File: src/rtl/writeback_queue.sv
// writeback_queue: buffers register-file writeback requests and drains one
// per cycle into the register file's write port. Dual requests (MUL/DIV)
// write both result halves in one cycle. Two combinational scoreboard ports
// report whether a register still has a write pending, either queued or
// currently being presented to the register file.
module writeback_queue #(
  parameter int DEPTH = 4,
  parameter int CW    = 3
) (
  input  logic          clock,
  input  logic          reset,

  input  logic          in_valid,
  output logic          in_ready,
  input  logic          in_dual,
  input  logic [3:0]    in_reg1,
  input  logic [3:0]    in_reg2,
  input  logic [15:0]   in_data1,
  input  logic [15:0]   in_data2,

  input  logic          stall,

  output logic [1:0]    RegWrite,
  output logic [3:0]    WriteReg1,
  output logic [3:0]    WriteReg2,
  output logic [15:0]   WriteData1,
  output logic [15:0]   WriteData2,

  input  logic [3:0]    chk_reg1,
  input  logic [3:0]    chk_reg2,
  output logic          chk_busy1,
  output logic          chk_busy2,

  output logic [CW-1:0] count,
  output logic          empty,
  output logic          full
);

  // DEPTH is a power of two, so the pointers wrap naturally at PW bits.
  localparam int PW = (DEPTH > 1) ? $clog2(DEPTH) : 1;
  localparam logic [CW-1:0] DEPTH_C = CW'(DEPTH);

  // Queue state. Entries live in flops rather than block RAM because the
  // scoreboard must compare every entry against the lookup registers at once.
  logic [PW-1:0] rd_ptr_reg;
  logic [PW-1:0] wr_ptr_reg;
  logic [CW-1:0] count_reg;

  logic          dual_mem  [DEPTH];
  logic [3:0]    reg1_mem  [DEPTH];
  logic [3:0]    reg2_mem  [DEPTH];
  logic [15:0]   data1_mem [DEPTH];
  logic [15:0]   data2_mem [DEPTH];

  // Registered register-file write port.
  logic [1:0]    regwrite_reg;
  logic [3:0]    wreg1_reg;
  logic [3:0]    wreg2_reg;
  logic [15:0]   wdata1_reg;
  logic [15:0]   wdata2_reg;

  logic push;
  logic pop;

  logic          head_dual;
  logic [3:0]    head_reg1;
  logic [3:0]    head_reg2;
  logic [15:0]   head_data1;
  logic [15:0]   head_data2;
  logic          head_collapse;

  // Status is derived from the explicit count, which keeps full and empty
  // distinct when the pointers are equal after a wrap.
  assign full     = (count_reg == DEPTH_C);
  assign empty    = (count_reg == '0);
  assign in_ready = !full;
  assign count    = count_reg;

  // A full queue refuses a push even when a pop frees a slot in the same
  // cycle; in_ready depends on state only, never on stall.
  assign push = in_valid && !full;
  assign pop  = !empty && !stall;

  assign head_dual  = dual_mem[rd_ptr_reg];
  assign head_reg1  = reg1_mem[rd_ptr_reg];
  assign head_reg2  = reg2_mem[rd_ptr_reg];
  assign head_data1 = data1_mem[rd_ptr_reg];
  assign head_data2 = data2_mem[rd_ptr_reg];

  // A dual write to the same register cannot be done as two writes; it
  // degrades to a single write of the second result.
  assign head_collapse = head_dual && (head_reg1 == head_reg2);

  // Pointer and occupancy update; reset discards any push/pop that cycle.
  always_ff @(posedge clock) begin
    if (reset) begin
      rd_ptr_reg <= '0;
      wr_ptr_reg <= '0;
      count_reg  <= '0;
    end else begin
      if (push) begin
        wr_ptr_reg <= wr_ptr_reg + 1'b1;
      end
      if (pop) begin
        rd_ptr_reg <= rd_ptr_reg + 1'b1;
      end
      case ({push, pop})
        2'b10:   count_reg <= count_reg + 1'b1;
        2'b01:   count_reg <= count_reg - 1'b1;
        default: count_reg <= count_reg;
      endcase
    end
  end

  // Entry storage: cleared on reset so nothing downstream ever sees X,
  // written at the tail on an accepted push.
  always_ff @(posedge clock) begin
    if (reset) begin
      for (int i = 0; i < DEPTH; i++) begin
        dual_mem[i]  <= 1'b0;
        reg1_mem[i]  <= '0;
        reg2_mem[i]  <= '0;
        data1_mem[i] <= '0;
        data2_mem[i] <= '0;
      end
    end else if (push) begin
      dual_mem[wr_ptr_reg]  <= in_dual;
      reg1_mem[wr_ptr_reg]  <= in_reg1;
      reg2_mem[wr_ptr_reg]  <= in_reg2;
      data1_mem[wr_ptr_reg] <= in_data1;
      data2_mem[wr_ptr_reg] <= in_data2;
    end
  end

  // Write-port register: loads the head on a pop and pulses RegWrite for one
  // cycle; register/data fields hold between writes.
  always_ff @(posedge clock) begin
    if (reset) begin
      regwrite_reg <= 2'd0;
      wreg1_reg    <= '0;
      wreg2_reg    <= '0;
      wdata1_reg   <= '0;
      wdata2_reg   <= '0;
    end else if (pop) begin
      regwrite_reg <= (head_dual && !head_collapse) ? 2'd2 : 2'd1;
      wreg1_reg    <= head_reg1;
      wreg2_reg    <= head_reg2;
      wdata1_reg   <= head_collapse ? head_data2 : head_data1;
      wdata2_reg   <= head_data2;
    end else begin
      regwrite_reg <= 2'd0;
    end
  end

  assign RegWrite   = regwrite_reg;
  assign WriteReg1  = wreg1_reg;
  assign WriteReg2  = wreg2_reg;
  assign WriteData1 = wdata1_reg;
  assign WriteData2 = wdata2_reg;

  // Scoreboard: an entry is live when its distance from the read pointer is
  // below the occupancy. reg2 only counts for dual entries.
  logic [DEPTH-1:0] entry_valid;
  logic [DEPTH-1:0] hit1;
  logic [DEPTH-1:0] hit2;

  for (genvar gi = 0; gi < DEPTH; gi++) begin : g_entry
    logic [PW-1:0] offset;
    assign offset          = PW'(gi) - rd_ptr_reg;
    assign entry_valid[gi] = (CW'(offset) < count_reg);
    assign hit1[gi] = entry_valid[gi] &&
                      ((reg1_mem[gi] == chk_reg1) ||
                       (dual_mem[gi] && (reg2_mem[gi] == chk_reg1)));
    assign hit2[gi] = entry_valid[gi] &&
                      ((reg1_mem[gi] == chk_reg2) ||
                       (dual_mem[gi] && (reg2_mem[gi] == chk_reg2)));
  end

  // The write being presented this cycle lands only at the register file's
  // sampling edge, so decode must still treat its targets as busy.
  logic out_hit1;
  logic out_hit2;

  assign out_hit1 = ((regwrite_reg != 2'd0) && (wreg1_reg == chk_reg1)) ||
                    ((regwrite_reg == 2'd2) && (wreg2_reg == chk_reg1));
  assign out_hit2 = ((regwrite_reg != 2'd0) && (wreg1_reg == chk_reg2)) ||
                    ((regwrite_reg == 2'd2) && (wreg2_reg == chk_reg2));

  assign chk_busy1 = (|hit1) || out_hit1;
  assign chk_busy2 = (|hit2) || out_hit2;

endmodule

File: config.mk
export PLATFORM = sky130hd
export DESIGN_NAME = writeback_queue
export DESIGN_NICKNAME = d
export VERILOG_FILES = /design/src/rtl/writeback_queue.sv
export SDC_FILE = /design/constraint.sdc
export NUM_CORES = 1
export LEC_CHECK = 0
export CAP_MARGIN = 15
export CORE_UTILIZATION = 25
export DETAILED_ROUTE_END_ITERATION = 6
export RECOVER_POWER = 25
export SLEW_MARGIN = 20
export SYNTH_ARGS = -nofsm -noshare
export SYNTH_HDL_FRONTEND = slang
export SYNTH_SLANG_ARGS = --single-unit
File: constraint.sdc
create_clock -name clock -period 8.22 [get_ports clock]
set_input_delay 0.822 -clock clock [delete_from_list [all_inputs] [get_ports clock]]
set_output_delay 0.822 -clock clock [all_outputs]
set_load 0.005 [all_outputs]
==> load_flow_metrics.sql, run 1 <==
INSERT INTO impl_metrics (metric_group, metric, value, unit) VALUES
('detailed_routing', 'detail_route.wirelength', '26800', 'µm'),
('detailed_routing', 'detail_route.drc_violations', '0', ''),
('outcome', 'run_status', 'complete, but fails checks', ''),
('setup_path', 'timing.setup.critical_path_class', 'input port to flop', ''),
('synthesis', 'ys.flop_type', 'sky130_fd_sc_hd__edfxtp_1', ''),
('clocking', 'numClockSinks', '215', ''),
('setup_path', 'timing.critical_path.fanout_max', '29', ''),
('global_route', 'maximum_number_of_pins_on_one_net_before_global_route_repair', '43', ''),
('clocking', 'cts_repair_resize_count', '0', ''),
('synthesis', 'mappedNetlistNets', '862', ''),
('synthesis', 'synth.yosys.seq_area_share', '0.597', ''),
('sta', 'final_period_demand_of_the_worst_path', '4.10', 'ns'),
('sta', 'achievable-frequency', '244', 'MHz'),
('final_layout', 'antenna_cells_inserted', '0', ''),
('synthesis', 'yosys_register_bits', '215', ''),
('detailed_routing', 'wirelength_met1', '12000', 'µm'),
('floorplan', 'dieArea', '40600', 'µm²'),
('sta', 'slew_headroom', '-0.101', ''),
('synthesis', 'async_flop_share', '0', ''),
('run', 'cap_violations', '2', ''),
('setup_path', 'cp-end-kind', 'flop', ''),
('setup_path', 'required', '8.65', 'ns'),
('final_layout', 'nNetsFinal', '951', ''),
('detailed_routing', 'detail_route.wl_per_cell', '18.8', 'µm'),
('global_route', 'antenna_found_initial', '0', ''),
('power', 'peakVddDrop', '182', 'µV'),
('placed_design', 'port_buffers', '102', ''),
('synthesis', 'synth.lib_cells_used.distinct', '43', ''),
('final_layout', 'final_design_area_no_fill', '12300', 'µm²'),
('synthesis', 'synth.avg_cell_area', '12.4', 'µm²'),
('sta', 'grt_setup_unrepaired', 'no', ''),
('sta', 'hold_viol', '0', ''),
('setup_path', 'arrival', '4.53', 'ns'),
('placed_design', 'gp_congestion', '0.859', ''),
('power', 'combinationalPowerShare', '0.254', ''),
('floorplan', 'start_util', '0.256', ''),
('final_layout', 'layout-area-overhead-vs-synth', '23.8', '%'),
('clocking', 'cts_hold_buffers', '0', ''),
('clocking', 'cts-buffers-inserted', '23', ''),
('sta', 'setup-violations-final', '0', ''),
('global_route', 'track_usage', '0.132', ''),
('clocking', 'postCtsSetupRepairBufs', '0', ''),
('placed_design', 'post-dp-hpwl', '17500', 'µm'),
('worst_hold_path', 'min_path_type', 'flop to flop', ''),
('power', 'leakage', '4.68', 'nW'),
('setup_path', 'start_kind', 'input port', ''),
('sta', 'max_slew_violation_count', '30', ''),
('clocking', 'cts_buffer_depth', '3', ''),
('sta', 'worst_setup_skew_after_layout', '0.0341', 'ns'),
('final_layout', 'reg.largest.list', 'data1_mem (64), data2_mem (64)', ''),
('detailed_routing', 'route.antenna.remaining_nets', '0', ''),
('sta', 'fin_crit_sh', '0.498', ''),
('clocking', 'cts.reportedPaths.clkPinSlew', '0.06', 'ns'),
('power', 'power_per_cell_area', '279', 'nW/µm²'),
('floorplan', 'die_h', '202', 'µm'),
('outcome', 'violations', 'capacitance limit, slew limit', ''),
('detailed_routing', 'drt_first_pass_iters', '5', ''),
('clocking', 'cts_tree', 'done', ''),
('global_route', 'grt_pass1_vias', '6368', ''),
('final_layout', 'fill_cells', '3970', ''),
('detailed_routing', 'dr_wl_met2', '12900', 'µm'),
('synthesis', 'synthCells', '803', ''),
('detailed_routing', 'drt-initial-drc-count', '417', ''),
('power', 'power_frac_clock', '0.329', ''),
('detailed_routing', 'route.detailed.vias_per_inst', '4.50', ''),
('power', 'internal_power', '2.43', 'mW'),
('global_route', 'grt_pass1_wl', '40600', 'µm'),
('detailed_routing', 'wl_met3', '1410', 'µm'),
('clocking', 'clk-insertion-delay-late', '0.54', 'ns'),
('detailed_routing', 'highest_routing_layer_actually_used', 'met4', ''),
('final_layout', 'multi_input_comb_area', '3620', 'µm²');
layer usage:
metal | track usage | vias up
met4 | 0.0319 | 0
met1 | 0.178 | 3226
met2 | 0.222 | 175
met5 | 0 | -
li1 | - | 2984
met3 | 0.0199 | 37
final cells by class:
cell class / count / share of cell area
Sequential cell: 215 / 0.483
Multi-Input combinational cell: 490 / 0.294
Inverter: 49 / 0.0149
Clock buffer: 31 / 0.0516
Clock inverter: 10 / 0.0156
Timing Repair Buffer: 113 / 0.0888
Tap cell: 518 / 0.0526
cells in the final DEF, fill, tap and decap left out, types with 35 or more instances in the layout:
master / n
sky130_fd_sc_hd__and2_1: 57
sky130_fd_sc_hd__clkdlybuf4s50_1: 63
sky130_fd_sc_hd__dfxtp_1: 49
sky130_fd_sc_hd__dlygate4sd3_1: 38
sky130_fd_sc_hd__edfxtp_1: 164
sky130_fd_sc_hd__inv_1: 49
sky130_fd_sc_hd__mux4_2: 35
sky130_fd_sc_hd__nand2_1: 100
sky130_fd_sc_hd__nor2_1: 91
sky130_fd_sc_hd__xnor2_1: 40
sky130_fd_sc_hd__xor2_1: 51
worst max-delay path, cell delays in order:
cell and delay [ns]:
sky130_fd_sc_hd__clkdlybuf4s50_1 0.46, sky130_fd_sc_hd__or2_1 0.09, sky130_fd_sc_hd__clkbuf_1 0.98, sky130_fd_sc_hd__inv_1 0.89, sky130_fd_sc_hd__ha_1 0.48, sky130_fd_sc_hd__inv_1 0.08
sky130_fd_sc_hd__fa_1 0.18, sky130_fd_sc_hd__xor2_1 0.07, sky130_fd_sc_hd__or3_1 0.31, sky130_fd_sc_hd__a21oi_1 0.13
power groups by stage:
| stage | Clock [mW] | Sequential [mW] | Combinational [mW] |
|---|---|---|---|
| floorplan | 0 | 1.42 | 0.581 |
| global placement | 0 | 1.45 | 0.896 |
| CTS | 1.15 | 1.43 | 0.909 |
| detailed placement | 0 | 1.46 | 0.906 |
| finish | 1.13 | 1.43 | 0.873 |
| global route | 1.19 | 1.45 | 0.952 |
path summary, 6_finish.rpt:
kind                                      from        endpoint  slack [ns]  depth (start not counted)
worst min-delay path            WriteData2[10]  WriteData2[10]        0.45                          2
worst min register to register  WriteData2[10]  WriteData2[10]        0.45                          2
worst max register to register        count[2]        count[2]        4.14                         10
worst max-delay path                     stall        count[2]        4.12                         10
cells by family (layout without fill, tap and decap cells):
| group | after synthesis | count (layout) | synth area share |
|---|---|---|---|
| flops | 215 | 215 | 0.597 |
| simple gates | 285 | 285 | 0.131 |
| mux | 41 | 41 | 0.0950 |
| compound gates | 67 | 67 | 0.0471 |
| buf+inv | 98 | 203 | 0.0410 |
| xor+xnor | 91 | 91 | 0.0801 |
| fa+ha+maj | 6 | 6 | 0.00830 |
through the flow:
stage / cells / total power [mW] / utilization / setup WS, ns / hold WS, ns
after global routing: 1426 / 3.59 / 0.317 / 3.74 / 0.476
after detailed placement: 1385 / 2.36 / 0.296 / 4.31 / 0.448
after CTS: 1426 / 3.50 / 0.317 / 4.31 / 0.458
after floorplan: 803 / 2.00 / - / 4.74 / 0.453
final: 1426 / 3.44 / 0.317 / 4.12 / 0.453
after global placement: 1385 / 2.35 / 0.296 / 4.30 / 0.443
synth_stat cells, drive strengths merged, types with 3 or more instances:
cell | number | share of area
a21oi | 32 | 0.017
a221o | 16 | 0.016
and2 | 58 | 0.036
buf | 13 | 0.0089
clkbuf | 36 | 0.014
dfxtp | 51 | 0.10
edfxtp | 164 | 0.49
ha | 5 | 0.0063
inv | 49 | 0.018
mux4 | 41 | 0.095
nand2 | 100 | 0.038
nand2b | 3 | 0.0019
nand4 | 7 | 0.0044
nor2 | 94 | 0.036
nor3 | 3 | 0.0015
nor4 | 9 | 0.0057
o21ai | 4 | 0.0020
o21bai | 3 | 0.0023
o41ai | 5 | 0.0044
or2 | 4 | 0.0025
xnor2 | 40 | 0.035
xor2 | 51 | 0.045
Note: power is estimated with default switching activity, not from simulation.
==> run 2: changes to the inputs <==
Clock period 8.22 ns to 3.9 ns, I/O delays scaled along.
==> load_flow_metrics.sql, run 2 (synthesis gave the netlist of run 1 again) <==
INSERT INTO impl_metrics (metric_group, metric, value, unit) VALUES
('clocking', 'cts_root_buffer', 'sky130_fd_sc_hd__clkbuf_16', ''),
('global_route', 'grt_pass1_wl', '41700', 'µm'),
('final_layout', 'layout-area-overhead-vs-synth', '23.9', '%'),
('sta', 'achievable-frequency', '320', 'MHz'),
('global_route', 'maximum_number_of_pins_on_one_net_before_global_route_repair', '42', ''),
('detailed_routing', 'route.detailed.vias_per_inst', '4.48', ''),
('global_route', 'track_usage', '0.137', ''),
('detailed_routing', 'routed-via-count', '6418', ''),
('final_layout', 'fill_cells', '3923', ''),
('setup_path', 'timing.setup.critical_path_class', 'flop to output pin', ''),
('detailed_routing', 'drt_first_pass_iters', '5', ''),
('sta', 'slew_headroom', '-0.0407', ''),
('global_route', 'global_route.overflow_total', '0', ''),
('detailed_routing', 'drt-initial-drc-count', '422', ''),
('floorplan', 'pin_count', '103', ''),
('clocking', 'numClockSinks', '215', ''),
('final_layout', 'reg.largest.list', 'data1_mem (64), data2_mem (64)', ''),
('sta', 'final_period_demand_of_the_worst_path', '3.12', 'ns'),
('clocking', 'clk-insertion-delay-late', '0.51', 'ns'),
('sta', 'grt_setup_unrepaired', 'no', ''),
('final_layout', 'regArea', '5950', 'µm²'),
('clocking', 'cts_tree', 'done', ''),
('final_layout', 'nNetsFinal', '956', ''),
('power', 'leakage', '4.70', 'nW'),
('final_layout', 'multi_input_comb_area', '3630', 'µm²'),
('clocking', 'cts_buffer_depth', '3', ''),
('worst_hold_path', 'min_path_type', 'flop to flop', ''),
('clocking', 'postCtsSetupRepairBufs', '0', ''),
('setup_path', 'start_kind', 'flop', ''),
('global_route', 'grt_pass1_vias', '6521', ''),
('outcome', 'run_status', 'complete, but fails checks', ''),
('clocking', 'cts-buffers-inserted', '24', ''),
('global_route', 'antenna_found_initial', '2', ''),
('detailed_routing', 'detail_route.wl_per_cell', '19.4', 'µm'),
('detailed_routing', 'route.antenna.remaining_nets', '0', ''),
('setup_path', 'cell_with_the_largest_stage_delay_on_the_worst_path', 'sky130_fd_sc_hd__clkdlybuf4s50_1', ''),
('final_layout', 'top_library_cells_by_usage_in_the_layout_fill_and_taps_aside', 'sky130_fd_sc_hd__edfxtp_1 (164), sky130_fd_sc_hd__nand2_1 (100), sky130_fd_sc_hd__nor2_1 (92)', ''),
('power', 'peakVddDrop', '248', 'µV'),
('sta', 'worst_setup_skew_after_layout', '0.00866', 'ns'),
('floorplan', 'std_cell_rows', '72', ''),
('placed_design', 'post-dp-hpwl', '18400', 'µm'),
('setup_path', 'crit_chain', 'xnor2_1 -> inv_1 -> ha_1 -> a21oi_1 -> or2_2 -> a222oi_1 -> nand3_1 -> clkdlybuf4s50_1', ''),
('setup_path', 'slowest_delay', '0.46', 'ns'),
('clocking', 'cts_hold_buffers', '0', ''),
('sta', 'timing.setup.tns', '0', 'ns'),
('power', 'power_per_cell_area', '571', 'nW/µm²'),
('sta', 'worstMarginPinSlew', '1.56', 'ns'),
('setup_path', 'required', '3.51', 'ns'),
('final_layout', 'finalNonFillerCells', '1434', ''),
('clocking', 'cts_repair_resize_count', '0', ''),
('clocking', 'h-tree-depth', '1', ''),
('sta', 'setup-violations-final', '0', ''),
('floorplan', 'floorplan.die.width', '202', 'µm'),
('detailed_routing', 'detail_route.drc_violations', '0', ''),
('floorplan', 'dieArea', '40600', 'µm²'),
('setup_path', 'timing.critical_path.fanout_max', '6', ''),
('floorplan', 'core', '38900', 'µm²'),
('setup_path', 'arrival', '2.73', 'ns'),
('sta', 'fin_crit_sh', '0.801', ''),
('detailed_routing', 'detail_route.wirelength', '27800', 'µm'),
('placed_design', 'gp_congestion', '0.881', ''),
('sta', 'max_slew_violation_count', '23', ''),
('outcome', 'violations', 'capacitance limit, slew limit', ''),
('clocking', 'cts.reportedPaths.clkPinSlew', '0.06', 'ns'),
('sta', 'hold_viol', '0', ''),
('final_layout', 'drive_gt1_frac', '0.104', ''),
('floorplan', 'start_util', '0.256', ''),
('placed_design', 'port_buffers', '102', ''),
('setup_path', 'cp-end-kind', 'output pin', ''),
('floorplan', 'die_h', '202', 'µm'),
('placed_design', 'placedCellCount', '1389', ''),
('run', 'cap_violations', '1', ''),
('final_layout', 'final_common_cell', 'sky130_fd_sc_hd__edfxtp_1', ''),
('sta', 'finalHoldWorstSlack', '0.453', 'ns');
[run 2: changes by cell type in the layout (fill, tap and decap cells not counted), sizes merged]
cell,previous run,this run
diode,0,1
dlygate4sd3,38,45
bufinv,5,1
buf,11,13
clkinvlp,0,2
clkbuf,32,37
clkinv,4,6
clkdlybuf4s50,63,56
[run 2: power by group]
group / switching (mW) / internal [mW] / leakage, nW
registers: 0.257 / 2.80 / 2.12
clock network: 0.903 / 1.27 / 0.366
logic: 0.963 / 0.853 / 2.21
total: 2.12 / 4.92 / 4.70
[run 2: layout make-up]
cell class                      instances  area share
Inverter                               49      0.0149
Tap cell                              518      0.0526
Multi-Input combinational cell        490       0.294
Timing Repair Buffer                  117      0.0947
Antenna cell                            1    0.000203
Sequential cell                       215       0.482
Clock buffer                           34      0.0543
Clock inverter                         10     0.00690
[run 2: metal layers]
metal,part of all wire,track usage,vias up
met5,0.00083,0,-
met4,0.020,0.0303,4
met3,0.072,0.0347,42
met2,0.49,0.233,188
met1,0.42,0.173,3179
li1,-,-,3005
[run 2: per-stage QoR]
stage	power (mW)	utilization	setup WS [ns]	area (µm²)
after floorplan	4.21	-	0.604	9950
after global routing	7.42	0.317	0.574	12300
after detailed placement	5.02	0.298	0.833	11600
after CTS	7.20	0.317	0.739	12400
after global placement	5.01	0.298	0.868	11600
final	7.05	0.317	0.776	12300
[run 2: worst max-delay path, delay by kind of cell, from the launching register on]
kind            cells  cell delay [ns]
compound gates      2             0.34
xor+xnor            1             0.18
fa+ha+maj           1             0.27
buf+inv             2             0.53
flops               1             0.44
simple gates        2             0.47
[run 2: final timing paths]
kind         slack [ns]          endpoint  depth (start not counted)          start
max                0.78         chk_busy2                          8  rd_ptr_reg[0]
max reg2reg        0.86  data1_mem[1][11]                          5       count[2]
min reg2reg        0.45     WriteData2[1]                          2  WriteData2[1]
min                0.45     WriteData2[1]                          2  WriteData2[1]
==> run 3: changes to the inputs <==
Clock period 3.9 ns to 2.8 ns, I/O delays scaled along.
==> load_flow_metrics.sql, run 3 (synthesis gave the netlist of run 1 again) <==
INSERT INTO impl_metrics (metric_group, metric, value, unit) VALUES
('outcome', 'run_status', 'completed', ''),
('clocking', 'numClockSinks', '215', ''),
('final_layout', 'nNetsFinal', '977', ''),
('final_layout', 'final_common_cell', 'sky130_fd_sc_hd__edfxtp_1', ''),
('clocking', 'cts_tree', 'done', ''),
('placed_design', 'port_buffers', '102', ''),
('setup_path', 'crit-reg2reg-launch', 'count[2]', ''),
('global_route', 'global_route.overflow_total', '0', ''),
('clocking', 'h-tree-depth', '1', ''),
('global_route', 'grt_pass1_wl', '40600', 'µm'),
('placed_design', 'post-dp-hpwl', '18100', 'µm'),
('detailed_routing', 'routed-via-count', '6377', ''),
('floorplan', 'pin_count', '103', ''),
('setup_path', 'timing.setup.critical_path_class', 'flop to output pin', ''),
('detailed_routing', 'detail_route.wl_per_cell', '18.4', 'µm'),
('detailed_routing', 'route.detailed.vias_per_inst', '4.39', ''),
('setup_path', 'arrival', '2.41', 'ns'),
('final_layout', 'layout-area-overhead-vs-synth', '26.5', '%'),
('floorplan', 'dieArea', '40600', 'µm²'),
('sta', 'setup-violations-final', '0', ''),
('placed_design', 'worst_setup_timing_slack_at_the_placement_stage', '0.0993', 'ns'),
('worst_hold_path', 'hp-start', 'reset', ''),
('clocking', 'clk-insertion-delay-late', '0.51', 'ns'),
('setup_path', 'r2r_slack', '0.25', 'ns'),
('detailed_routing', 'drt_first_pass_iters', '5', ''),
('clocking', 'cts-buffers-inserted', '25', ''),
('final_layout', 'multi_input_comb_area', '3640', 'µm²'),
('worst_hold_path', 'min_path_type', 'input port to flop', ''),
('clocking', 'cts.reportedPaths.clkPinSlew', '0.06', 'ns'),
('sta', 'slew_headroom', '0.350', ''),
('sta', 'grt_setup_unrepaired', 'no', ''),
('sta', 'achievable-frequency', '371', 'MHz'),
('floorplan', 'start_util', '0.256', ''),
('power', 'p_total', '10.0', 'mW'),
('clocking', 'cts_buffer_depth', '3', ''),
('setup_path', 'reg2reg_depth', '10', ''),
('floorplan', 'core', '38900', 'µm²'),
('global_route', 'grt_pass1_vias', '6607', ''),
('run', 'cap_violations', '0', ''),
('floorplan', 'floorplan.die.width', '202', 'µm'),
('power', 'leakage', '4.86', 'nW'),
('detailed_routing', 'detail_route.wirelength', '26700', 'µm'),
('final_layout', 'regArea', '5950', 'µm²'),
('setup_path', 'cp-end-kind', 'output pin', ''),
('final_layout', 'fill_cells', '3939', ''),
('power', 'peakVddDrop', '353', 'µV'),
('final_layout', 'reg.largest.list', 'data1_mem (64), data2_mem (64)', ''),
('final_layout', 'top_library_cells_by_usage_in_the_layout_fill_and_taps_aside', 'sky130_fd_sc_hd__edfxtp_1 (164), sky130_fd_sc_hd__nand2_1 (100), sky130_fd_sc_hd__nor2_1 (92)', ''),
('detailed_routing', 'detail_route.drc_violations', '0', ''),
('sta', 'final_critical_path_setup_slack', '0.105', 'ns'),
('worst_hold_path', 'holdPathEnd', 'WriteReg2[2]', ''),
('detailed_routing', 'drt-initial-drc-count', '438', ''),
('setup_path', 'required', '2.52', 'ns'),
('sta', 'fin_crit_sh', '0.962', ''),
('detailed_routing', 'route.antenna.remaining_nets', '0', ''),
('final_layout', 'antenna_cells_inserted', '0', ''),
('worst_hold_path', 'min_path_cells', '2', ''),
('global_route', 'antenna_found_initial', '1', ''),
('setup_path', 'crit-reg2reg-capture', 'count[2]', ''),
('clocking', 'postCtsSetupRepairBufs', '0', ''),
('final_layout', 'drive_gt1_frac', '0.136', ''),
('floorplan', 'die_h', '202', 'µm'),
('sta', 'worst_setup_skew_after_layout', '0.00627', 'ns'),
('global_route', 'maximum_number_of_pins_on_one_net_before_global_route_repair', '42', ''),
('power', 'power_per_cell_area', '796', 'nW/µm²'),
('sta', 'final_period_demand_of_the_worst_path', '2.69', 'ns'),
('sta', 'hold_viol', '0', ''),
('sta', 'max_slew_violation_count', '0', ''),
('global_route', 'track_usage', '0.132', ''),
('clocking', 'cts_root_buffer', 'sky130_fd_sc_hd__clkbuf_16', ''),
('placed_design', 'gp_congestion', '0.848', ''),
('floorplan', 'std_cell_rows', '72', ''),
('setup_path', 'timing.critical_path.fanout_max', '6', ''),
('setup_path', 'start_kind', 'flop', ''),
('sta', 'worstMarginPinSlew', '0.974', 'ns');
==> run 3: worst max-delay path by stage <==
stage	endpoint	from	cells after the start	slack, ns
after detailed placement	chk_busy1	chk_reg1[3]	7	0.1
final	chk_busy2	rd_ptr_reg[0]	8	0.11
after CTS	chk_busy1	count[1]	7	0.05
after global routing	chk_busy2	rd_ptr_reg[0]	8	0.008
after floorplan	data1_mem[1][0]	count[0]	4	-0.50
after global placement	chk_busy1	chk_reg1[3]	8	0.16
==> run 3: timing repair <==
action	CTS	global route
setup endpoints to repair	2	1
hold buffers	0	0
gates cloned	0	0
pin swaps	2	0
resized for setup	7	2
==> run 3: per-stage QoR <==
stage	cell area, µm²	std cells	TNS [ns]	utilization	hold slack (ns)
finish	12600	1454	0	0.323	0.138
global route	12600	1454	0	0.323	0.131
CTS	12600	1453	0	0.323	0.120
detailed placement	11800	1408	0	0.302	0.448
global placement	11800	1408	0	0.302	0.445
floorplan	9950	803	-40.70	-	0.453
==> run 3: critical path: stages (launching register included) <==
cell                            delay, ns
sky130_fd_sc_hd__dfxtp_4             0.37
sky130_fd_sc_hd__xnor2_2             0.15
sky130_fd_sc_hd__inv_1               0.06
sky130_fd_sc_hd__ha_1                0.27
sky130_fd_sc_hd__a21oi_1             0.05
sky130_fd_sc_hd__or2_2               0.30
sky130_fd_sc_hd__a222oi_1            0.26
sky130_fd_sc_hd__nand3_1             0.15
sky130_fd_sc_hd__dlygate4sd2_1       0.29
==> run 3: area by class of cell <==
cell class                 count  area share
clock buffer                  33      0.0553
clock inverter                12     0.00964
inverter                      49      0.0146
multi-input combinational    490       0.289
sequential                   215       0.473
tap                          518      0.0515
timing repair buffer         137       0.107
==> run 3: power by group <==
part | internal (mW) | leakage (nW) | switching [mW]
registers | 3.91 | 2.12 | 0.306
logic | 1.23 | 2.34 | 1.38
clock network | 1.93 | 0.395 | 1.27
==> run 3: per-layer routing <==
metal	vias up	wire length (µm)	track usage
met5	-	0	0
met4	0	434	0.0298
met3	31	1380	0.0267
met2	145	13100	0.223
met1	3166	11900	0.173
li1	3035	-	-
